[config.mk]
export PLATFORM = sky130hd
export DESIGN_NAME = demod_bit_packer_flat
export DESIGN_NICKNAME = d
export VERILOG_FILES = /design/src/rtl/demod_bit_packer_if.sv /design/src/rtl/demod_bit_packer.sv /design/src/flat_wrapper.sv
export SDC_FILE = /design/constraint.sdc
export NUM_CORES = 1
export LEC_CHECK = 0
export ABC_AREA = 1
export CORE_ASPECT_RATIO = 1.5
export CORE_MARGIN = 2
export CORE_UTILIZATION = 35
export CTS_BUF_LIST = sky130_fd_sc_hd__clkbuf_8
export CTS_CLUSTER_DIAMETER = 30
export CTS_CLUSTER_SIZE = 14
export DETAILED_ROUTE_END_ITERATION = 10
export RECOVER_POWER = 25
export SLEW_MARGIN = 20
export SYNTH_ARGS = -nofsm -noshare
export SYNTH_HDL_FRONTEND = slang
export SYNTH_SLANG_ARGS = --single-unit
[constraint.sdc]
create_clock -name i_clk -period 3.9 [get_ports i_clk]
set_input_delay 0.78 -clock i_clk [delete_from_list [all_inputs] [get_ports i_clk]]
set_output_delay 0.78 -clock i_clk [all_outputs]
set_load 0.02 [all_outputs]
[src/rtl/demod_bit_packer_if.sv]
// demod_bit_packer_if: signal bundle for the bit packer.
//   Upstream side : i_rd_vld, i_llr, i_hard_bit, i_flush -> packer; o_rd_rdy <- packer
//   Downstream    : o_word_vld, o_word, o_min_abs, o_frame_last, o_nbits, o_frame_cnt <- packer;
//                   i_word_rdy -> packer
//   slave  modport: the packer's view.
//   master modport: the environment's view (demodulator + downstream framer).
interface demod_bit_packer_if #(
  parameter int WORD_W = 32
);
  localparam int NB_W = $clog2(WORD_W) + 1;

  logic              i_rd_vld;
  logic [7:0]        i_llr;
  logic              i_hard_bit;
  logic              o_rd_rdy;
  logic              i_flush;
  logic              o_word_vld;
  logic [WORD_W-1:0] o_word;
  logic [6:0]        o_min_abs;
  logic              o_frame_last;
  logic [NB_W-1:0]   o_nbits;
  logic              i_word_rdy;
  logic [15:0]       o_frame_cnt;

  modport slave (
    input  i_rd_vld, i_llr, i_hard_bit, i_flush, i_word_rdy,
    output o_rd_rdy, o_word_vld, o_word, o_min_abs, o_frame_last, o_nbits, o_frame_cnt
  );

  modport master (
    output i_rd_vld, i_llr, i_hard_bit, i_flush, i_word_rdy,
    input  o_rd_rdy, o_word_vld, o_word, o_min_abs, o_frame_last, o_nbits, o_frame_cnt
  );
endinterface

[src/rtl/demod_bit_packer.sv]
// demod_bit_packer: packs the demodulator's serial hard bits LSB-first into
// WORD_W-bit words, tracking the minimum |LLR| of each word, and queues the
// finished words in a FIFO_DEPTH-entry FIFO with frame-last marking.
//   i_clk, i_reset : clock, asynchronous active-high reset
//   bus (slave)    : bit input handshake (i_rd_vld/o_rd_rdy, i_llr, i_hard_bit),
//                    i_flush pulse, word output handshake (o_word_vld/i_word_rdy)
//                    with o_word, o_min_abs, o_frame_last, o_nbits, and o_frame_cnt.
module demod_bit_packer #(
  parameter int WORD_W      = 32,
  parameter int FRAME_WORDS = 8,
  parameter int FIFO_DEPTH  = 4
) (
  input  logic               i_clk,
  input  logic               i_reset,
  demod_bit_packer_if.slave  bus
);
  localparam int IDX_W = $clog2(WORD_W);
  localparam int NB_W  = IDX_W + 1;
  localparam int PTR_W = $clog2(FIFO_DEPTH);
  localparam int CNT_W = PTR_W + 1;
  localparam int WI_W  = (FRAME_WORDS > 1) ? $clog2(FRAME_WORDS) : 1;

  logic [IDX_W-1:0]  bit_idx;
  logic [WORD_W-1:0] pack_reg;
  logic [6:0]        min_acc;
  logic [WI_W-1:0]   word_idx;
  logic [15:0]       frame_cnt;

  logic [WORD_W-1:0] mem_word [FIFO_DEPTH];
  logic [6:0]        mem_min  [FIFO_DEPTH];
  logic              mem_last [FIFO_DEPTH];
  logic [NB_W-1:0]   mem_nb   [FIFO_DEPTH];
  logic [PTR_W-1:0]  wr_ptr, rd_ptr;
  logic [CNT_W-1:0]  count;

  logic              rd_rdy, accept, word_done, push, pop, word_last, frame_end, word_vld;
  logic [7:0]        llr_neg;
  logic [6:0]        llr_abs, min_nxt;
  logic [WORD_W-1:0] pack_nxt;
  logic [NB_W-1:0]   bits_held;

  assign llr_neg = -bus.i_llr;

  always_comb begin
    rd_rdy   = (count < CNT_W'(FIFO_DEPTH));
    accept   = bus.i_rd_vld && rd_rdy;
    word_vld = (count != '0);
    pop      = word_vld && bus.i_word_rdy;

    // -128 has no positive counterpart in 8 bits; clamp to 127
    if (!bus.i_llr[7])          llr_abs = bus.i_llr[6:0];
    else if (bus.i_llr == 8'h80) llr_abs = 7'd127;
    else                        llr_abs = llr_neg[6:0];

    pack_nxt = pack_reg;
    min_nxt  = min_acc;
    if (accept) begin
      pack_nxt[bit_idx] = bus.i_hard_bit;
      if (bit_idx == '0 || llr_abs < min_acc) min_nxt = llr_abs;
    end

    // Bits in the word including one accepted this cycle; lets a flush on the
    // same edge as a bit still emit it, and a flush on the completing bit
    // collapse into a single full-word push.
    bits_held = {1'b0, bit_idx} + NB_W'(accept);
    word_done = accept && (bit_idx == IDX_W'(WORD_W - 1));
    // A held partial word cannot be flushed into a full FIFO; flush is dropped
    push      = rd_rdy && (word_done || (bus.i_flush && bits_held != '0));
    word_last = bus.i_flush || (word_idx == WI_W'(FRAME_WORDS - 1));
    frame_end = (push && word_last) ||
                (bus.i_flush && bits_held == '0 && word_idx != '0);
  end

  always_ff @(posedge i_clk or posedge i_reset) begin
    if (i_reset) begin
      bit_idx   <= '0;
      pack_reg  <= '0;
      min_acc   <= 7'd127;
      word_idx  <= '0;
      frame_cnt <= '0;
    end else begin
      if (push) begin
        bit_idx  <= '0;
        pack_reg <= '0;
        min_acc  <= 7'd127;
      end else if (accept) begin
        bit_idx  <= bit_idx + IDX_W'(1);
        pack_reg <= pack_nxt;
        min_acc  <= min_nxt;
      end
      if (frame_end)  word_idx <= '0;
      else if (push)  word_idx <= word_idx + WI_W'(1);
      if (frame_end)  frame_cnt <= frame_cnt + 16'd1;
    end
  end

  always_ff @(posedge i_clk or posedge i_reset) begin
    if (i_reset) begin
      wr_ptr <= '0;
      rd_ptr <= '0;
      count  <= '0;
    end else begin
      if (push) wr_ptr <= wr_ptr + PTR_W'(1);
      if (pop)  rd_ptr <= rd_ptr + PTR_W'(1);
      case ({push, pop})
        2'b10:   count <= count + CNT_W'(1);
        2'b01:   count <= count - CNT_W'(1);
        default: count <= count;
      endcase
    end
  end

  // Storage needs no reset: outputs are gated by word_vld
  always_ff @(posedge i_clk) begin
    if (push) begin
      mem_word[wr_ptr] <= pack_nxt;
      mem_min[wr_ptr]  <= min_nxt;
      mem_last[wr_ptr] <= word_last;
      mem_nb[wr_ptr]   <= bits_held;
    end
  end

  assign bus.o_rd_rdy     = rd_rdy;
  assign bus.o_word_vld   = word_vld;
  assign bus.o_word       = word_vld ? mem_word[rd_ptr] : '0;
  assign bus.o_min_abs    = word_vld ? mem_min[rd_ptr]  : '0;
  assign bus.o_frame_last = word_vld ? mem_last[rd_ptr] : 1'b0;
  assign bus.o_nbits      = word_vld ? mem_nb[rd_ptr]   : '0;
  assign bus.o_frame_cnt  = frame_cnt;
endmodule

[src/flat_wrapper.sv]
// flat-port wrapper written by rule: the top's interface ports become plain ports
module demod_bit_packer_flat 
#(
  parameter int WORD_W      = 32,
  parameter int FRAME_WORDS = 8,
  parameter int FIFO_DEPTH  = 4
)
  (i_clk, i_reset, bus_i_rd_vld, bus_i_llr, bus_i_hard_bit, bus_i_flush, bus_i_word_rdy, bus_o_rd_rdy, bus_o_word_vld, bus_o_word, bus_o_min_abs, bus_o_frame_last, bus_o_nbits, bus_o_frame_cnt);
  demod_bit_packer_if #(.WORD_W(WORD_W)) bus_i ();
  input  logic i_clk;
  input  logic i_reset;
  input wire logic [$bits(bus_i.i_rd_vld)-1:0] bus_i_rd_vld;
  input wire logic [$bits(bus_i.i_llr)-1:0] bus_i_llr;
  input wire logic [$bits(bus_i.i_hard_bit)-1:0] bus_i_hard_bit;
  input wire logic [$bits(bus_i.i_flush)-1:0] bus_i_flush;
  input wire logic [$bits(bus_i.i_word_rdy)-1:0] bus_i_word_rdy;
  output wire logic [$bits(bus_i.o_rd_rdy)-1:0] bus_o_rd_rdy;
  output wire logic [$bits(bus_i.o_word_vld)-1:0] bus_o_word_vld;
  output wire logic [$bits(bus_i.o_word)-1:0] bus_o_word;
  output wire logic [$bits(bus_i.o_min_abs)-1:0] bus_o_min_abs;
  output wire logic [$bits(bus_i.o_frame_last)-1:0] bus_o_frame_last;
  output wire logic [$bits(bus_i.o_nbits)-1:0] bus_o_nbits;
  output wire logic [$bits(bus_i.o_frame_cnt)-1:0] bus_o_frame_cnt;
  assign bus_i.i_rd_vld = bus_i_rd_vld;
  assign bus_i.i_llr = bus_i_llr;
  assign bus_i.i_hard_bit = bus_i_hard_bit;
  assign bus_i.i_flush = bus_i_flush;
  assign bus_i.i_word_rdy = bus_i_word_rdy;
  assign bus_o_rd_rdy = bus_i.o_rd_rdy;
  assign bus_o_word_vld = bus_i.o_word_vld;
  assign bus_o_word = bus_i.o_word;
  assign bus_o_min_abs = bus_i.o_min_abs;
  assign bus_o_frame_last = bus_i.o_frame_last;
  assign bus_o_nbits = bus_i.o_nbits;
  assign bus_o_frame_cnt = bus_i.o_frame_cnt;
  demod_bit_packer #(.WORD_W(WORD_W), .FRAME_WORDS(FRAME_WORDS), .FIFO_DEPTH(FIFO_DEPTH)) u_core (.i_clk(i_clk), .i_reset(i_reset), .bus(bus_i));
endmodule
-- After elaboration in Yosys (flattened, before gate mapping)
Memories as Yosys holds them, arrays and structs flattened.
Index checks and enable logic that the tools add are counted.
Widths: inputs -> output; s select.
- input port bits: 14
- RAM bits: 184
- memories kept: 4
- word-level logic and storage cells: 74
- register bits after elaboration: 70
- memories (memory ; words ; width ; rd ports ; clocked after Yosys merged registers in ; wr ports ; RTL line ; RTL):
    u_core.mem_word ; 4 ; 32 ; 1 ; 0 ; 1 ; demod_bit_packer.sv:29 ; logic [WORD_W-1:0] mem_word [FIFO_DEPTH];
    u_core.mem_min ; 4 ; 7 ; 1 ; 0 ; 1 ; demod_bit_packer.sv:30 ; logic [6:0] mem_min [FIFO_DEPTH];
    u_core.mem_nb ; 4 ; 6 ; 1 ; 0 ; 1 ; demod_bit_packer.sv:32 ; logic [NB_W-1:0] mem_nb [FIFO_DEPTH];
    u_core.mem_last ; 4 ; 1 ; 1 ; 0 ; 1 ; demod_bit_packer.sv:31 ; logic mem_last [FIFO_DEPTH];
- equal/unequal tests: 5
- reductions and logical operators: 21
- order comparisons: 4
- muxes and demuxes: 23
- add/subtract/negate cells: 9
- operator list (cell ; number):
    $mux 32 ; 4
    $mux 7 ; 7
    $bwmux 32 ; 1
    $add 16x1->16 const B ; 1
    $mux 5 ; 2
    $logic_and 1x1->1 ; 9
    $eq 8x8->1 const B ; 1
    $lt 7x7->1 ; 1
    $neg 7->7 ; 1
    $add 3x1->3 const B ; 2
    $add 5x1->6 ; 1
    $logic_not 6->1 ; 1
    $lt 5x6->1 const B ; 1
    $mux 3 ; 2
    $mux 6 ; 1
    $pmux 3 s2 ; 1
    $reduce_bool 2->1 ; 3
    $reduce_bool 3->1 ; 2
    $reduce_bool 6->1 ; 1
    $add 5x1->5 const B ; 1
    $demux 1 s5 ; 1
    $eq 5x5->1 const B ; 1
    $ge 5x1->1 const B ; 1
    $logic_not 5->1 ; 1
    8 further kinds ; 15

-- Logic depth before layout (Yosys ltp)
- word-level depth: 10
- depth in mapped cells: 18
- mapped depth without buffers: 17

-- Least setup slack after synthesis
No wires, ideal clock.
- path type: input-to-reg
- start point: input port bus_i_rd_vld
- end point: memory u_core.mem_last[0], enable pin
- path buffers: 1
- arrival: 4.199 ns
- setup slack: -0.749 ns
- stages: 12
- setup time: 0.449 ns
- cell sequence: inv_1 -> nor2_4 -> ha_1 -> ha_1 -> xor2_2 -> nor2_2 -> nand3_2 -> nand3_4 -> nand2_4 -> inv_2 -> buf_2 -> nor2_1
- cells in the longest elaborated chain, start to end: 8
- elaborated cells between the ends (all ways): 9
- classes of those cells: add/sub (1); mux (2); reduce/logical (6)
- ends and longest elaborated chain (element ; RTL line ; RTL):
    from (decl) ; flat_wrapper.sv:12 ; input wire logic [$bits(bus_i.i_rd_vld)-1:0] bus_i_rd_vld;
    $logic_and 1x1->1 ; demod_bit_packer.sv:46 ; accept = bus.i_rd_vld && rd_rdy;
    $add 5x1->6 ; demod_bit_packer.sv:65 ; bits_held = {1'b0, bit_idx} + NB_W'(accept);
    via u_core.bits_held[2] ; demod_bit_packer.sv:40 ; logic [NB_W-1:0] bits_held;
    $reduce_bool 6->1 ; demod_bit_packer.sv:68 ; push = rd_rdy && (word_done || (bus.i_flush && bits_held != '0));
    $logic_and 1x1->1 ; demod_bit_packer.sv:68 ;
    $logic_or 1x1->1 ; demod_bit_packer.sv:68 ;
    $logic_and 1x1->1 ; demod_bit_packer.sv:68 ;
    $mux 1 ; demod_bit_packer.sv:115 ; if (push) begin
    $mux 1 (implied by the code) ; demod_bit_packer.sv:118 ; mem_last[wr_ptr] <= word_last;
    to (decl) ; demod_bit_packer.sv:31 ;
The timed path passes the listed nets, and every way through them passes these cells.

-- Worst setup path after layout
- start point: register u_core.rd_ptr[0]
- end point: output port bus_o_nbits[2]
- cells in the longest elaborated chain, start to end: 2
- ends and longest elaborated chain (element ; RTL line ; RTL):
    from (decl) ; demod_bit_packer.sv:33 ; logic [PTR_W-1:0] wr_ptr, rd_ptr;
    from (signal assigned) ; demod_bit_packer.sv:104 ; if (pop) rd_ptr <= rd_ptr + PTR_W'(1);
    $mem_v2 4x6 ; -- ;
    $mux 6 ; demod_bit_packer.sv:128 ; assign bus.o_nbits = word_vld ? mem_nb[rd_ptr] : '0;
    to (decl) ; flat_wrapper.sv:22 ; output wire logic [$bits(bus_i.o_nbits)-1:0] bus_o_nbits;
No other way between the ends.

==> results.md <==
* Outcome: complete, no violations
* Part of the power in registers at 35.4%
* Synth Area in XOR/XNOR at 1.83%
* GR Util All Layers at 15.9%
* Clock sinks at 254
* P_leak at 5.44 nW
* Detailed Route WL at 26.3 mm
* Number of global-route vias before repair at 7956
* Largest family of logic cells by synthesized area: simple AND/OR/NAND/NOR gates
* Initial antenna violation count at 0
* Synth Cell Area at 0.0113 sq mm
* Final worst-path cycle share at 88.0%
* Layout cell share with drive strength beyond 1 at 8.70%
* # diodes at 0
* Clk network pwr share at 23.2%
* Via-to-Cell Ratio at 4.85
* CP startpoint kind: flop
* Power per Cell Area at 769 mW/mm^2
* Commonest cells after routing, fill and taps aside: nor2_1 (272), edfxtp_1 (184), o21ai_0 (114)
* Number of port buffers at 77
* CP Class: flop to primary output
* Compound-Gate Fraction of Synth Area at 8.55%
* Met2 Routed Length at 13.8 mm
* Final min period at 3.43 ns
* Cts hold-fix bufs at 0
* Clk Latency, worst-skew pair at 0.56 ns
* Top Metal Used: met4
* Placer's final routability congestion estimate at 0.830
* Pint at 6.36 mW
* Mux share of post-synthesis cell area at 0%
* Syn_nets at 1138
* CTS max path bufs at 3
* H-tree depth at 2
* Synthesized netlist cell count at 1100
* Synth unique cells at 39
* Worst Hold Class: flop to flop
* Post-CTS setup buffer count at 0
* Core area at 0.0318 sq mm
* Buf/Inv on CP at 3
* Max FFs per register at 128
* DIE AREA at 0.0339 sq mm
* Commonest non-fill, non-tap cell in the layout: nor2_1
* WL met3 at 1.11 mm
* Slew HR at 22.6%
* Seq cells post-synth at 254
* Clock Tree Root: clkbuf_8
* ANT nets after route at 0
* YS warnings at 0
* DRT iter0 DRCs at 427
* Synthesized-area fraction occupied by adder cells at 2.72%
* Die Width at 151 um
* Area grow syn2layout at 18.9%
* Initial Util at 35.6%
* Final setup viols at 0
* Fin nets at 1229
* Final hold vios at 0
* # Max-Cap Violations at 0
* Slew Viols, Final at 0
* Top delay family on crit path: buffers and inverters
* DR WL/cell at 16.2 um
* Mapped Avg Cell Area at 10.3 sq um
* Slowest CP cell: clkdlybuf4s50_1
* CTS clk-pin slew, worst paths at 0.07 ns
* Met1 WL at 10.6 mm
* GRT overflow at 0
* Hpwl dp at 16.6 mm
* Worst ir drop on vdd at 454 uV
* Net switching power at 3.99 mW
* Die Y at 224 um
* Seq/Total Area, Yosys at 64.3%
* Crit path capture type: primary output
* Worst EP required at 3.12 ns
* CP Cell Sequence: inv_2, buf_4, o21ai_0, a21oi_1, clkdlybuf4s50_1
* TritonCTS clock tree: done
* RSZ-0062 raised after global routing: false
* Pin count of the biggest net entering global routing at 94
* Vias at 7894
* Switching portion of total power at 38.6%
* Clock skew at 0.0313 ns
* Site row count at 80
* Min Hold Slack at 0.511 ns
* Overall power at 10.4 mW
* Initial DRT Pass Iterations at 5
* Crit Path Max Fanout at 52
* Synth Area in Simple Gates at 18.0%
* Peak Freq at 291 MHz
* Least-Margin Pin Slew at 1.16 ns
* Max incr delay on CP at 0.68 ns
* Combinational fraction of design power at 41.4%
* CTS Buf Count at 36
* CTS resizes at 0
* First-pass GRT wire length at 42.1 mm
* Critical path arrival at 2.65 ns
* I/O Pins at 78
* # DRC at 0
worst register-to-register path: stages, from the launching register on:
cell,delay (ns)
dfrtp_1,0.43
nor2_4,0.13
ha_1,0.21
ha_1,0.31
nor2_1,0.11
nand2_1,0.06
nor2_2,0.15
nand3_2,0.11
nand3_4,0.14
nand2_4,0.06
inv_2,0.08
ha_1,0.14
inv_1,0.06
fa_1,0.38
a21oi_1,0.14
o21ai_0,0.11
xor2_1,0.15
per-layer routing:
layer	track usage, %	vias to the layer above
met3	3.02	53
met1	18.6	3816
met5	0	-
met2	28.4	145
met4	6.54	0
li1	-	3880
final timing paths:
path	startpoint	endpoint	slack, ns	depth (start not counted)
min in group asynchronous	i_reset	u_core.bus.o_frame_cnt[14]$_DFFE_PP0P_	0.98	2
max in group asynchronous	i_reset	u_core.rd_ptr[0]$_DFFE_PP0P_	1.18	3
worst max-delay path	u_core.rd_ptr[0]$_DFFE_PP0P_	bus_o_nbits[2]	0.47	5
worst max register to register	u_core.count[2]$_DFFE_PP0P_	u_core.count[2]$_DFFE_PP0P_	1.03	16
worst min-delay path	u_core.count[0]$_DFFE_PP0P_	u_core.count[0]$_DFFE_PP0P_	0.51	1
worst min register to register	u_core.count[0]$_DFFE_PP0P_	u_core.count[0]$_DFFE_PP0P_	0.51	1
synthesized netlist by cell type:
| cell type | number | area share [%] |
|---|---|---|
| a21boi_0 | 2 | 0.13 |
| a21oi_1 | 71 | 3.1 |
| a22oi_1 | 1 | 0.066 |
| a31oi_1 | 2 | 0.11 |
| and2_1 | 11 | 0.61 |
| and3_1 | 8 | 0.44 |
| buf_1 | 14 | 0.46 |
| buf_2 | 6 | 0.27 |
| buf_4 | 2 | 0.13 |
| buf_6 | 1 | 0.099 |
| buf_8 | 1 | 0.13 |
| clkbuf_1 | 23 | 0.76 |
| dfrtp_1 | 63 | 14 |
| dfstp_2 | 7 | 1.6 |
| edfxtp_1 | 184 | 49 |
| fa_1 | 1 | 0.18 |
| ha_1 | 23 | 2.5 |
| inv_1 | 79 | 2.6 |
| inv_2 | 4 | 0.13 |
| nand2_1 | 111 | 3.7 |
| nand2_2 | 5 | 0.28 |
| nand2_4 | 1 | 0.099 |
| nand2_8 | 2 | 0.35 |
| nand3_1 | 44 | 1.9 |
| nand3_2 | 2 | 0.18 |
| nand3_4 | 1 | 0.15 |
| nand3b_1 | 1 | 0.066 |
| nand4_1 | 6 | 0.33 |
| nand4_2 | 1 | 0.11 |
| nor2_1 | 275 | 9.1 |
| nor2_2 | 1 | 0.055 |
| nor2_4 | 2 | 0.20 |
| nor3_1 | 5 | 0.22 |
| nor4_1 | 3 | 0.17 |
| o21ai_0 | 114 | 5.0 |
| o31ai_1 | 1 | 0.066 |
| xnor2_1 | 8 | 0.62 |
| xor2_1 | 12 | 0.93 |
| xor2_2 | 2 | 0.29 |
cell families after synthesis:
logic type | after synthesis
compound gates | 191
xor+xnor | 22
flops | 254
simple gates | 479
buf+inv | 130
fa+ha+maj | 24
final cells by class:
cell class,count,area [sq um]
clock buffers,36,495
clock inverters,30,344
fillers,3077,18400
inverters,83,312
multi-input cells,716,3520
flip-flops and latches,254,7290
well taps,410,513
repair buffers,100,992
power groups by stage:
stage | sequential (mW) | combinational, mW | clock [mW]
6_report | 3.66 | 4.29 | 2.40
5_1_grt | 3.70 | 4.76 | 2.56
4_1_cts | 3.67 | 4.39 | 2.46
3_5_place_dp | 3.72 | 4.38 | 0
3_3_place_gp | 3.71 | 4.35 | 0
2_1_floorplan | 3.70 | 2.61 | 0
per-stage QoR:
step | instances | util, % | setup TNS, ns | area, sq um | worst slack (ns)
floorplan | 1100 | - | -137.79 | 11300 | -0.749
global placement | 1563 | 39.9 | 0 | 12700 | 0.196
detailed placement | 1563 | 39.9 | 0 | 12700 | 0.207
CTS | 1629 | 42.5 | 0 | 13500 | 0.419
global route | 1629 | 42.3 | 0 | 13500 | 0.290
finish | 1629 | 42.3 | 0 | 13500 | 0.469
Note: power is estimated with default switching activity, not from simulation.
